**config.mk**
```make
export PLATFORM = sky130hd
export DESIGN_NAME = acc_exec_stage
export DESIGN_NICKNAME = d
export VERILOG_FILES = /design/src/rtl/acc_exec_stage.sv
export SDC_FILE = /design/constraint.sdc
export NUM_CORES = 1
export LEC_CHECK = 0
export CORE_MARGIN = 1
export CORE_UTILIZATION = 43
export DETAILED_ROUTE_END_ITERATION = 8
export GPL_ROUTABILITY_DRIVEN = 0
export GPL_TIMING_DRIVEN = 0
export SETUP_SLACK_MARGIN = 0.2
export SLEW_MARGIN = 20
export SYNTH_ARGS = -nofsm -noshare
export SYNTH_HDL_FRONTEND = slang
export SYNTH_SLANG_ARGS = --single-unit
```
**constraint.sdc**
```tcl
create_clock -name clk -period 2.8 [get_ports clk]
set_input_delay 0.56 -clock clk [delete_from_list [all_inputs] [get_ports clk]]
set_output_delay 0.56 -clock clk [all_outputs]
set_load 0.03 [all_outputs]
```
**src/rtl/acc_exec_stage.sv**
```systemverilog
// Execute-stage sequencer driving an external 8-bit ADD/SUB unit.
// Define ACC_ZERO_FLAG_EN to add the registered 'zero' output.
module acc_exec_stage #(
    parameter int         NREGS   = 16,
    parameter logic [7:0] ACC_RST = 8'h00
) (
    input  logic       clk,
    input  logic       rst_n,
    input  logic       in_valid,
    output logic       in_ready,
    input  logic [3:0] in_opcode,
    input  logic [3:0] in_reg,
    input  logic       reg_wr_en,
    input  logic [3:0] reg_wr_addr,
    input  logic [7:0] reg_wr_data,
    output logic       alu_op_select,
    output logic [7:0] alu_operand,
    output logic [7:0] alu_acc_in,
    input  logic [7:0] alu_result,
    input  logic       alu_carry,
    output logic [7:0] acc,
    output logic       carry,
    output logic       done,
    output logic       err
`ifdef ACC_ZERO_FLAG_EN
    ,
    output logic       zero
`endif
);
    localparam int IW = (NREGS > 1) ? $clog2(NREGS) : 1;

    localparam logic [3:0] OP_NOP = 4'd0;
    localparam logic [3:0] OP_ADD = 4'd1;
    localparam logic [3:0] OP_SUB = 4'd2;
    localparam logic [3:0] OP_LDA = 4'd3;
    localparam logic [3:0] OP_STA = 4'd4;
    localparam logic [3:0] OP_CLR = 4'd5;

    typedef enum logic [1:0] {IDLE, READ, EXEC, DONE} state_t;

    state_t        state;
    logic          ready_q;
    logic [3:0]    opcode_q;
    logic [IW-1:0] index_q;
    logic [7:0]    operand_q;
    logic [7:0]    rf [NREGS];

    logic [7:0]    acc_nx;
    logic          carry_nx;
    logic          acc_we;
    logic          sta_we;
    logic          illegal;

    assign in_ready      = ready_q;
    assign alu_op_select = (opcode_q == OP_SUB);
    assign alu_operand   = operand_q;
    assign alu_acc_in    = acc;

    // Commit values for the latched opcode; only applied in EXEC.
    always_comb begin
        acc_nx   = acc;
        carry_nx = carry;
        acc_we   = 1'b0;
        sta_we   = 1'b0;
        illegal  = 1'b0;
        case (opcode_q)
            OP_ADD, OP_SUB: begin
                acc_nx   = alu_result;
                carry_nx = alu_carry;
                acc_we   = 1'b1;
            end
            OP_LDA: begin
                acc_nx = operand_q;
                acc_we = 1'b1;
            end
            OP_STA: sta_we = 1'b1;
            OP_CLR: begin
                acc_nx   = 8'h00;
                carry_nx = 1'b0;
                acc_we   = 1'b1;
            end
            OP_NOP: ;
            default: illegal = 1'b1;
        endcase
    end

    always_ff @(posedge clk or negedge rst_n) begin
        if (!rst_n) begin
            state     <= IDLE;
            ready_q   <= 1'b1;
            opcode_q  <= OP_NOP;
            index_q   <= '0;
            operand_q <= 8'h00;
            acc       <= ACC_RST;
            carry     <= 1'b0;
            done      <= 1'b0;
            err       <= 1'b0;
            for (int i = 0; i < NREGS; i++) rf[i] <= 8'h00;
        end else begin
            done <= 1'b0;
            err  <= 1'b0;
            if (reg_wr_en) rf[reg_wr_addr[IW-1:0]] <= reg_wr_data;
            unique case (state)
                IDLE: begin
                    if (in_valid) begin
                        opcode_q <= in_opcode;
                        index_q  <= in_reg[IW-1:0];
                        ready_q  <= 1'b0;
                        state    <= READ;
                    end
                end
                READ: begin
                    // Read sees the pre-edge entry: no write bypass.
                    operand_q <= rf[index_q];
                    state     <= EXEC;
                end
                EXEC: begin
                    if (acc_we) acc <= acc_nx;
                    carry <= carry_nx;
                    // Placed after the external write so STA wins a collision.
                    if (sta_we) rf[index_q] <= acc;
                    done  <= 1'b1;
                    err   <= illegal;
                    state <= DONE;
                end
                DONE: begin
                    ready_q <= 1'b1;
                    state   <= IDLE;
                end
            endcase
        end
    end

`ifdef ACC_ZERO_FLAG_EN
    always_ff @(posedge clk or negedge rst_n) begin
        if (!rst_n) zero <= (ACC_RST == 8'h00);
        else if (state == EXEC && acc_we) zero <= (acc_nx == 8'h00);
    end
`endif

endmodule
```
==> results of run 1 <==
==> placed cells by master (no fill, tap or decap), drive strengths merged <==
master and instances:
dfstp 1, clkdlybuf4s50 58, nor2 101, ha 4
nand2b 6, or3 4, nor3b 2, and3 1
o31ai 1, mux2i 157, and2 1, a21oi 77
nand3 2, nor4 8, o21ai 66, bufinv 1
clkbuf 51, mux4 18, inv 9, buf 69
a21boi 1, a32o 1, nand3b 7, nand2 71
o22ai 14, a22oi 15, a41oi 1, nor3 1
nor4bb 1, nor2b 2, a211oi 1, a31oi 7
clkinv 5, dfrtp 157, or4 8, or3b 4
clkinvlp 4, mux2 8
==> how the worst max path moves through the flow <==
stage | cells after the start | to | from | slack, ps
4_1_cts | 8 | rf[93]$_DFF_PN0_ | state[0]$_DFFE_PN0P_ | 100
5_1_grt | 6 | rf[97]$_DFF_PN0_ | reg_wr_en | 210
3_3_place_gp | 1 | state[1]$_DFFE_PN0P_ | rst_n | -5680
2_1_floorplan | 8 | rf[78]$_DFF_PN0_ | index_q[0]$_DFFE_PN0P_ | 740
3_5_place_dp | 6 | rf[97]$_DFF_PN0_ | reg_wr_en | -90
6_report | 3 | alu_op_select | opcode_q[2]$_DFFE_PN0P_ | 360
==> kinds of logic (layout without fill, tap and decap cells) <==
group	Yosys count	after routing	synth area share [%]
adders and majority gates	4	4	0.586
AOI/OAI and AO/OA	184	184	11.7
muxes	183	183	24.2
DFF	158	158	46.3
and+or+nand+nor	219	219	12.0
buffers and inverters	89	197	5.13
==> report_power, final <==
| group | internal, mW | switching [mW] |
|---|---|---|
| Clock | 1.23 | 1.03 |
| Combinational | 2.04 | 2.80 |
| Sequential | 3.31 | 0.690 |
| Total | 6.58 | 4.52 |
==> routing by layer <==
layer | routed length, um | vias to the layer above | share of wire (%) | GRT usage [%]
met5 | 0 | - | 0 | 0
met2 | 12500 | 248 | 46 | 42.8
met3 | 1830 | 39 | 6.8 | 7.04
li1 | - | 3170 | - | -
met4 | 648 | 0 | 2.4 | 8.21
met1 | 12000 | 3409 | 44 | 37.8
==> registers in the layout, indices dropped and copies added, names as in the netlist <==
| name | cells |
|---|---|
| in_ready | 1 |
| state | 2 |
| err | 1 |
| carry | 1 |
| rf | 128 |
| acc | 8 |
| alu_operand | 8 |
| index_q | 4 |
| opcode_q | 4 |
| done | 1 |
==> Yosys cell counts (2+ instances only) <==
master	n	area [um2]
buf_1	17	63.8
or3_1	4	25.0
nand2_1	71	267
nor4_2	8	100
or3b_2	3	26.3
buf_4	8	60.1
nand3b_1	7	52.6
nand3_1	2	10.0
nor2b_1	2	12.5
a22oi_1	15	113
or4_4	2	22.5
a21oi_1	77	385
mux4_2	18	405
buf_6	6	67.6
o21ai_0	57	285
dfrtp_1	157	3930
mux2_2	8	90.1
o22ai_1	14	87.6
mux2i_1	157	1570
o21ai_1	9	45.0
or4_1	6	45.0
inv_1	4	15.0
nor3b_1	2	15.0
nor2_1	101	379
nand2b_1	6	37.5
ha_1	4	50.1
clkbuf_1	31	116
buf_2	22	110
a31oi_1	7	43.8
==> metrics by stage <==
stage | setup slack (ps) | utilization, % | hold slack (ps)
2_1_floorplan | 745 | - | 264
5_1_grt | 211 | 52.7 | 140
6_report | 359 | 52.7 | 97.7
4_1_cts | 97.7 | 51.9 | 128
3_5_place_dp | -87.1 | 48.8 | 492
3_3_place_gp | -5680 | 48.6 | 484
==> critical path: stages (launching register included) <==
cell             delay [ps]
dfrtp_1                 420
nand2b_1                180
nor3_1                  140
clkdlybuf4s50_1         700
==> final cells by class <==
type | count | area, um2
clock inverters | 15 | 136
clock buffers | 17 | 425
well taps | 265 | 332
inverters | 4 | 15.0
repair buffers | 76 | 743
multi-input cells | 590 | 4220
flip-flops and latches | 158 | 3960
fillers | 1796 | 9200
plain buffers | 85 | 430
==> what timing repair did <==
action	CTS	global route
pin swaps	2	8
gates resized for setup	2	15
setup endpoints to repair	62	71
buffers inserted	3	13
==> impl_metrics.env, run 1 <==
export IMPL_grt_use_total_pct=27.6
export IMPL_portBuffers=59
export IMPL_die_h_um=143
export IMPL_vias=6866
export IMPL_overflow=0
export IMPL_synthCells=837
export IMPL_cts_root_buf="clkbuf_16"
export IMPL_place_inst=1162
export IMPL_clkLatencyLatePin_ps=440
export IMPL_drv_slew=0
export IMPL_r2r_end="rf[79]$_DFF_PN0_"
export IMPL_initial_core_util_pct=43.9
export IMPL_coreArea_um2=19500
export IMPL_rrSetupSlack_ps=370
export IMPL_avgSynthCellArea_um2=10.2
export IMPL_synthToLayoutAreaGrowth_pct=20.2
export IMPL_path_max_fanout=6
export IMPL_fin_area_um2=10300
export IMPL_synthArstFlopShare_pct=100
export IMPL_fp_row_count=51
export IMPL_grt_max_degree=86
export IMPL_worstSetupPathType="register to output pin"
export IMPL_fin_cells=1210
export IMPL_viasPerCell=5.67
export IMPL_power_leakage_nw=4.16
export IMPL_timing_rr_start="index_q[0]$_DFFE_PN0P_"
export IMPL_end_kind="output pin"
export IMPL_io_pins=62
export IMPL_peakVddDrop_mv=0.600
export IMPL_grt_pass1_vias=6523
export IMPL_synth_edf_count=0
export IMPL_fin_tns_setup_ps=0
export IMPL_cp_start_kind="register"
export IMPL_wl_per_cell_um=22.3
export IMPL_rr_worst_depth=8
export IMPL_cts_tree="built"
export IMPL_ys_warn_count=0
export IMPL_antenna_found_initial=0
export IMPL_status="finished clean"
export IMPL_diodes=0
export IMPL_max_cap_violations=0
export IMPL_p_total_mw=11.1
export IMPL_drt_antenna_violating_nets=0
export IMPL_final_hold_viol_count=0
export IMPL_max_freq_ghz=0.410
export IMPL_cts_buffer_depth=2
export IMPL_finalCritPeriodShare_pct=87.2
export IMPL_ys_flop_type="dfrtp_1"
export IMPL_numCtsBuffers=17
export IMPL_drc=0
export IMPL_grt_pass1_wl_mm=40.5
export IMPL_drtIter0Drc=562
export IMPL_tightest_slew_ps=1150
export IMPL_fin_crit_ps=2440
export IMPL_syn_cell_area_um2=8540
export IMPL_place_area_um2=9500
export IMPL_clkSlewWorstSetupHoldPaths_ps=70
export IMPL_synth_seq_cells=158
export IMPL_htreeDepth=4
export IMPL_die_area_um2=20400
export IMPL_ys_types=41
export IMPL_hold_path_class="primary input to async pin"
export IMPL_postCtsHoldBufs=0
export IMPL_power_density_nw_per_um2=1080
export IMPL_post_route_cells_drive_above_1_share_pct=14.2
export IMPL_slew_headroom_pct=23.1
export IMPL_die_w_um=143
export IMPL_firstDrtPassIters=7
export IMPL_fin_skew_ps=8.95
export IMPL_cts_sinks=158
export IMPL_syn_num_nets=874
export IMPL_ys_seq_area_share_pct=46.3
export IMPL_rsz0062_at_grt="no"
export IMPL_worstPathRequired_ps=2240
export IMPL_worstPathArrival_ps=1880
export IMPL_dp_hpwl_mm=18.9
export IMPL_setup_viol=0
export IMPL_nNetsFinal=969
export IMPL_drt_wl_total_mm=27.0
Note: power is estimated with default switching activity, not from simulation.
==> inputs of run 2 (changes only) <==
--- a/config.mk
+++ b/config.mk
@@ -5,6 +5,8 @@
 export SDC_FILE = /design/constraint.sdc
 export NUM_CORES = 1
 export LEC_CHECK = 0
+export ABC_AREA = 1
+export ABC_CLOCK_PERIOD_IN_PS = 2800
 export CORE_MARGIN = 1
 export CORE_UTILIZATION = 43
 export DETAILED_ROUTE_END_ITERATION = 8
==> run 2 against run 1 <==
Against the previous run:
- synthesized cell count rose by 48%
- power up 8.7%
- clock skew barely moved
- first-iteration DRC count is 95% higher
- routed wire length grew 27%
- sequential power about the same
- core utilization fell by 1.3 points
- hold slack worse by 55 ps
- via count is 33% higher
- critical endpoint unchanged
- maximum frequency about the same
==> impl_metrics.env, run 2 <==
export IMPL_crit_chain="nor4_1, clkdlybuf4s50_1"
export IMPL_worstPathArrival_ps=1880
export IMPL_clkLatencyLatePin_ps=450
export IMPL_drc=0
export IMPL_p_total_mw=12.1
export IMPL_coreArea_um2=20200
export IMPL_max_cap_violations=0
export IMPL_timing_rr_start="state[0]$_DFFE_PN0P_"
export IMPL_drt_antenna_violating_nets=0
export IMPL_final_cell_mix="nand2_1, o21ai_0, dfrtp_1"
export IMPL_synth_seq_cells=158
export IMPL_end_kind="output pin"
export IMPL_cp_start_kind="register"
export IMPL_ys_types=27
export IMPL_overflow=0
export IMPL_drtIter0Drc=1097
export IMPL_fp_row_count=52
export IMPL_diodes=0
export IMPL_ys_top_cells_by_area="dfrtp_1, nand2_1, o21ai_0, o211ai_1, nand3_1"
export IMPL_synthCells=1237
export IMPL_tightest_slew_ps=1100
export IMPL_post_route_cells_drive_above_1_share_pct=6.62
export IMPL_busiest_layer="met2"
export IMPL_vias=9106
export IMPL_dp_hpwl_mm=23.8
export IMPL_cts_tree="built"
export IMPL_nNetsFinal=1353
export IMPL_die_h_um=145
export IMPL_drv_slew=0
export IMPL_worstSetupPathType="register to output pin"
export IMPL_ys_warn_count=0
export IMPL_drt_wl_total_mm=34.1
export IMPL_synthArstFlopShare_pct=100
export IMPL_fillCellCount=2049
export IMPL_avgSynthCellArea_um2=7.14
export IMPL_power_leakage_nw=4.78
export IMPL_fin_crit_ps=2440
export IMPL_grt_max_degree=91
export IMPL_status="finished clean"
export IMPL_portBuffers=59
export IMPL_grt_pass1_vias=8436
export IMPL_synthToLayoutAreaGrowth_pct=17.4
export IMPL_largest_register_ffs=128
export IMPL_die_area_um2=21100
export IMPL_synth_top_area_cell="dfrtp_1"
export IMPL_layout_area_seq_um2=3960
export IMPL_hold_path_class="primary input to async pin"
export IMPL_grt_pass1_wl_mm=51.5
export IMPL_cp_slowest_stage_delay_ps=720
export IMPL_power_density_nw_per_um2=1160
export IMPL_layout_commonest_cell="nand2_1"
export IMPL_peakVddDrop_mv=0.520
export IMPL_r2r_end="rf[71]$_DFF_PN0_"
export IMPL_clkSlewWorstSetupHoldPaths_ps=70
export IMPL_ys_seq_area_share_pct=44.8
export IMPL_wl_per_cell_um=21.3
export IMPL_viasPerCell=5.69
export IMPL_syn_cell_area_um2=8830
export IMPL_rr_worst_depth=8
export IMPL_die_w_um=145
export IMPL_multi_input_area_um2=4160
export IMPL_grtUsageMet3_pct=7.04
export IMPL_regMostFlops="rf"
export IMPL_io_pins=62
export IMPL_cts_root_buf="clkbuf_16"
export IMPL_htreeDepth=4
export IMPL_rsz0062_at_grt="no"
export IMPL_crit_slowest_cell="clkdlybuf4s50_1"
export IMPL_rrSetupSlack_ps=430
export IMPL_cts_buffer_depth=2
export IMPL_cts_sinks=158
export IMPL_max_freq_ghz=0.410
export IMPL_synth_edf_count=0
export IMPL_post_cts_buffers=0
export IMPL_antenna_found_initial=1
export IMPL_firstDrtPassIters=6
export IMPL_path_max_fanout=4
export IMPL_grt_use_total_pct=33.3
export IMPL_initial_core_util_pct=43.8
export IMPL_grt_use_met1_pct=45.4
export IMPL_syn_num_nets=1274
export IMPL_worstPathRequired_ps=2240
export IMPL_use_met2_pct=50.5
export IMPL_synth_common_cells="nand2_1, o21ai_0, dfrtp_1"
export IMPL_finalCritPeriodShare_pct=87.2
export IMPL_synth_most_common_cell="nand2_1"
export IMPL_yosysTopAreaCellShare_pct=44.5
export IMPL_slew_headroom_pct=27.0
export IMPL_fin_tns_setup_ps=0
export IMPL_setup_viol=0
export IMPL_fin_skew_ps=8.60
export IMPL_ys_flop_type="dfrtp_1"
export IMPL_final_hold_viol_count=0
export IMPL_numCtsBuffers=17
export IMPL_fin_hold_ws_ps=42.7
run 2: changes by cell type in the layout (fill, tap and decap cells not counted), sizes merged, moves of 66 or more:
cell / change
nand3: +66
inv: +77
mux2i: -155
nand2: +387
a21oi: -68
o21ai: +116
run 2: final cells by class:
type | instances | area share [%]
sequential | 158 | 38.2
inverter | 85 | 3.09
timing repair buffer | 60 | 6.01
clock inverter | 14 | 1.28
tap | 270 | 3.26
multi-input combinational | 907 | 40.1
clock buffer | 18 | 4.24
buffer | 87 | 3.86
run 2: where the power goes:
part	internal, mW	switching [mW]
clock	1.26	1.06
combinational	1.86	3.88
sequential	3.29	0.714
total	6.42	5.65
run 2: critical path, delay by kind of cell (launching register included):
family / cells / cell delay (ps)
AND/OR/NAND/NOR: 1 / 300
buffers and inverters: 1 / 720
flip-flops: 1 / 420
run 2: repair_timing:
action                     4_1_cts  5_1_grt
hold endpoints to repair         0        0
hold buffers                     0        0
gates resized for setup          0        1
setup endpoints to repair        0        1
run 2: per-stage QoR:
stage	instance area [um2]	setup WS, ps	std cells	utilization, %
after floorplan	8830	848	1237	-
after global placement	9760	-5760	1566	48.4
after detailed placement	9790	95.9	1567	48.5
after CTS	10400	354	1599	51.4
after global routing	10400	243	1599	51.4
final	10400	360	1599	51.4
run 2: routing by layer:
layer  vias up  part of all wire [%]
li1       4213                     -
met1      4375                    42
met2       425                    45
met3        93                   8.5
met4         0                   4.5
met5         -                     0
run 2: logic make-up (layout without fill, tap and decap cells):
family / count (synthesis) / in the layout / synth area share [%]
simple gates: 624 / 624 / 28.4
compound gates: 277 / 277 / 17.8
buf+inv: 172 / 264 / 8.16
flops: 158 / 158 / 44.8
fa+ha+maj: 4 / 4 / 0.567
mux: 2 / 2 / 0.227
run 2: worst max-delay path by stage:
| stage | cells past startpoint | endpoint | start | slack [ps] |
|---|---|---|---|---|
| 6_report | 2 | alu_op_select | opcode_q[3]$_DFFE_PN0P_ | 360 |
| 4_1_cts | 2 | alu_op_select | opcode_q[3]$_DFFE_PN0P_ | 350 |
| 3_3_place_gp | 1 | state[1]$_DFFE_PN0P_ | rst_n | -5760 |
| 3_5_place_dp | 6 | rf[93]$_DFF_PN0_ | reg_wr_data[5] | 100 |
| 5_1_grt | 8 | rf[71]$_DFF_PN0_ | state[0]$_DFFE_PN0P_ | 240 |
| 2_1_floorplan | 1 | alu_op_select | opcode_q[3]$_DFFE_PN0P_ | 850 |
==> inputs of run 3 (changes only) <==
--- a/config.mk
+++ b/config.mk
@@ -7,6 +7,7 @@
 export LEC_CHECK = 0
 export ABC_AREA = 1
 export ABC_CLOCK_PERIOD_IN_PS = 2800
+export CAP_MARGIN = 20
 export CORE_MARGIN = 1
 export CORE_UTILIZATION = 43
 export DETAILED_ROUTE_END_ITERATION = 8
==> results of run 3 <==
Final layout, timing and power as in run 2 (identical DEF).
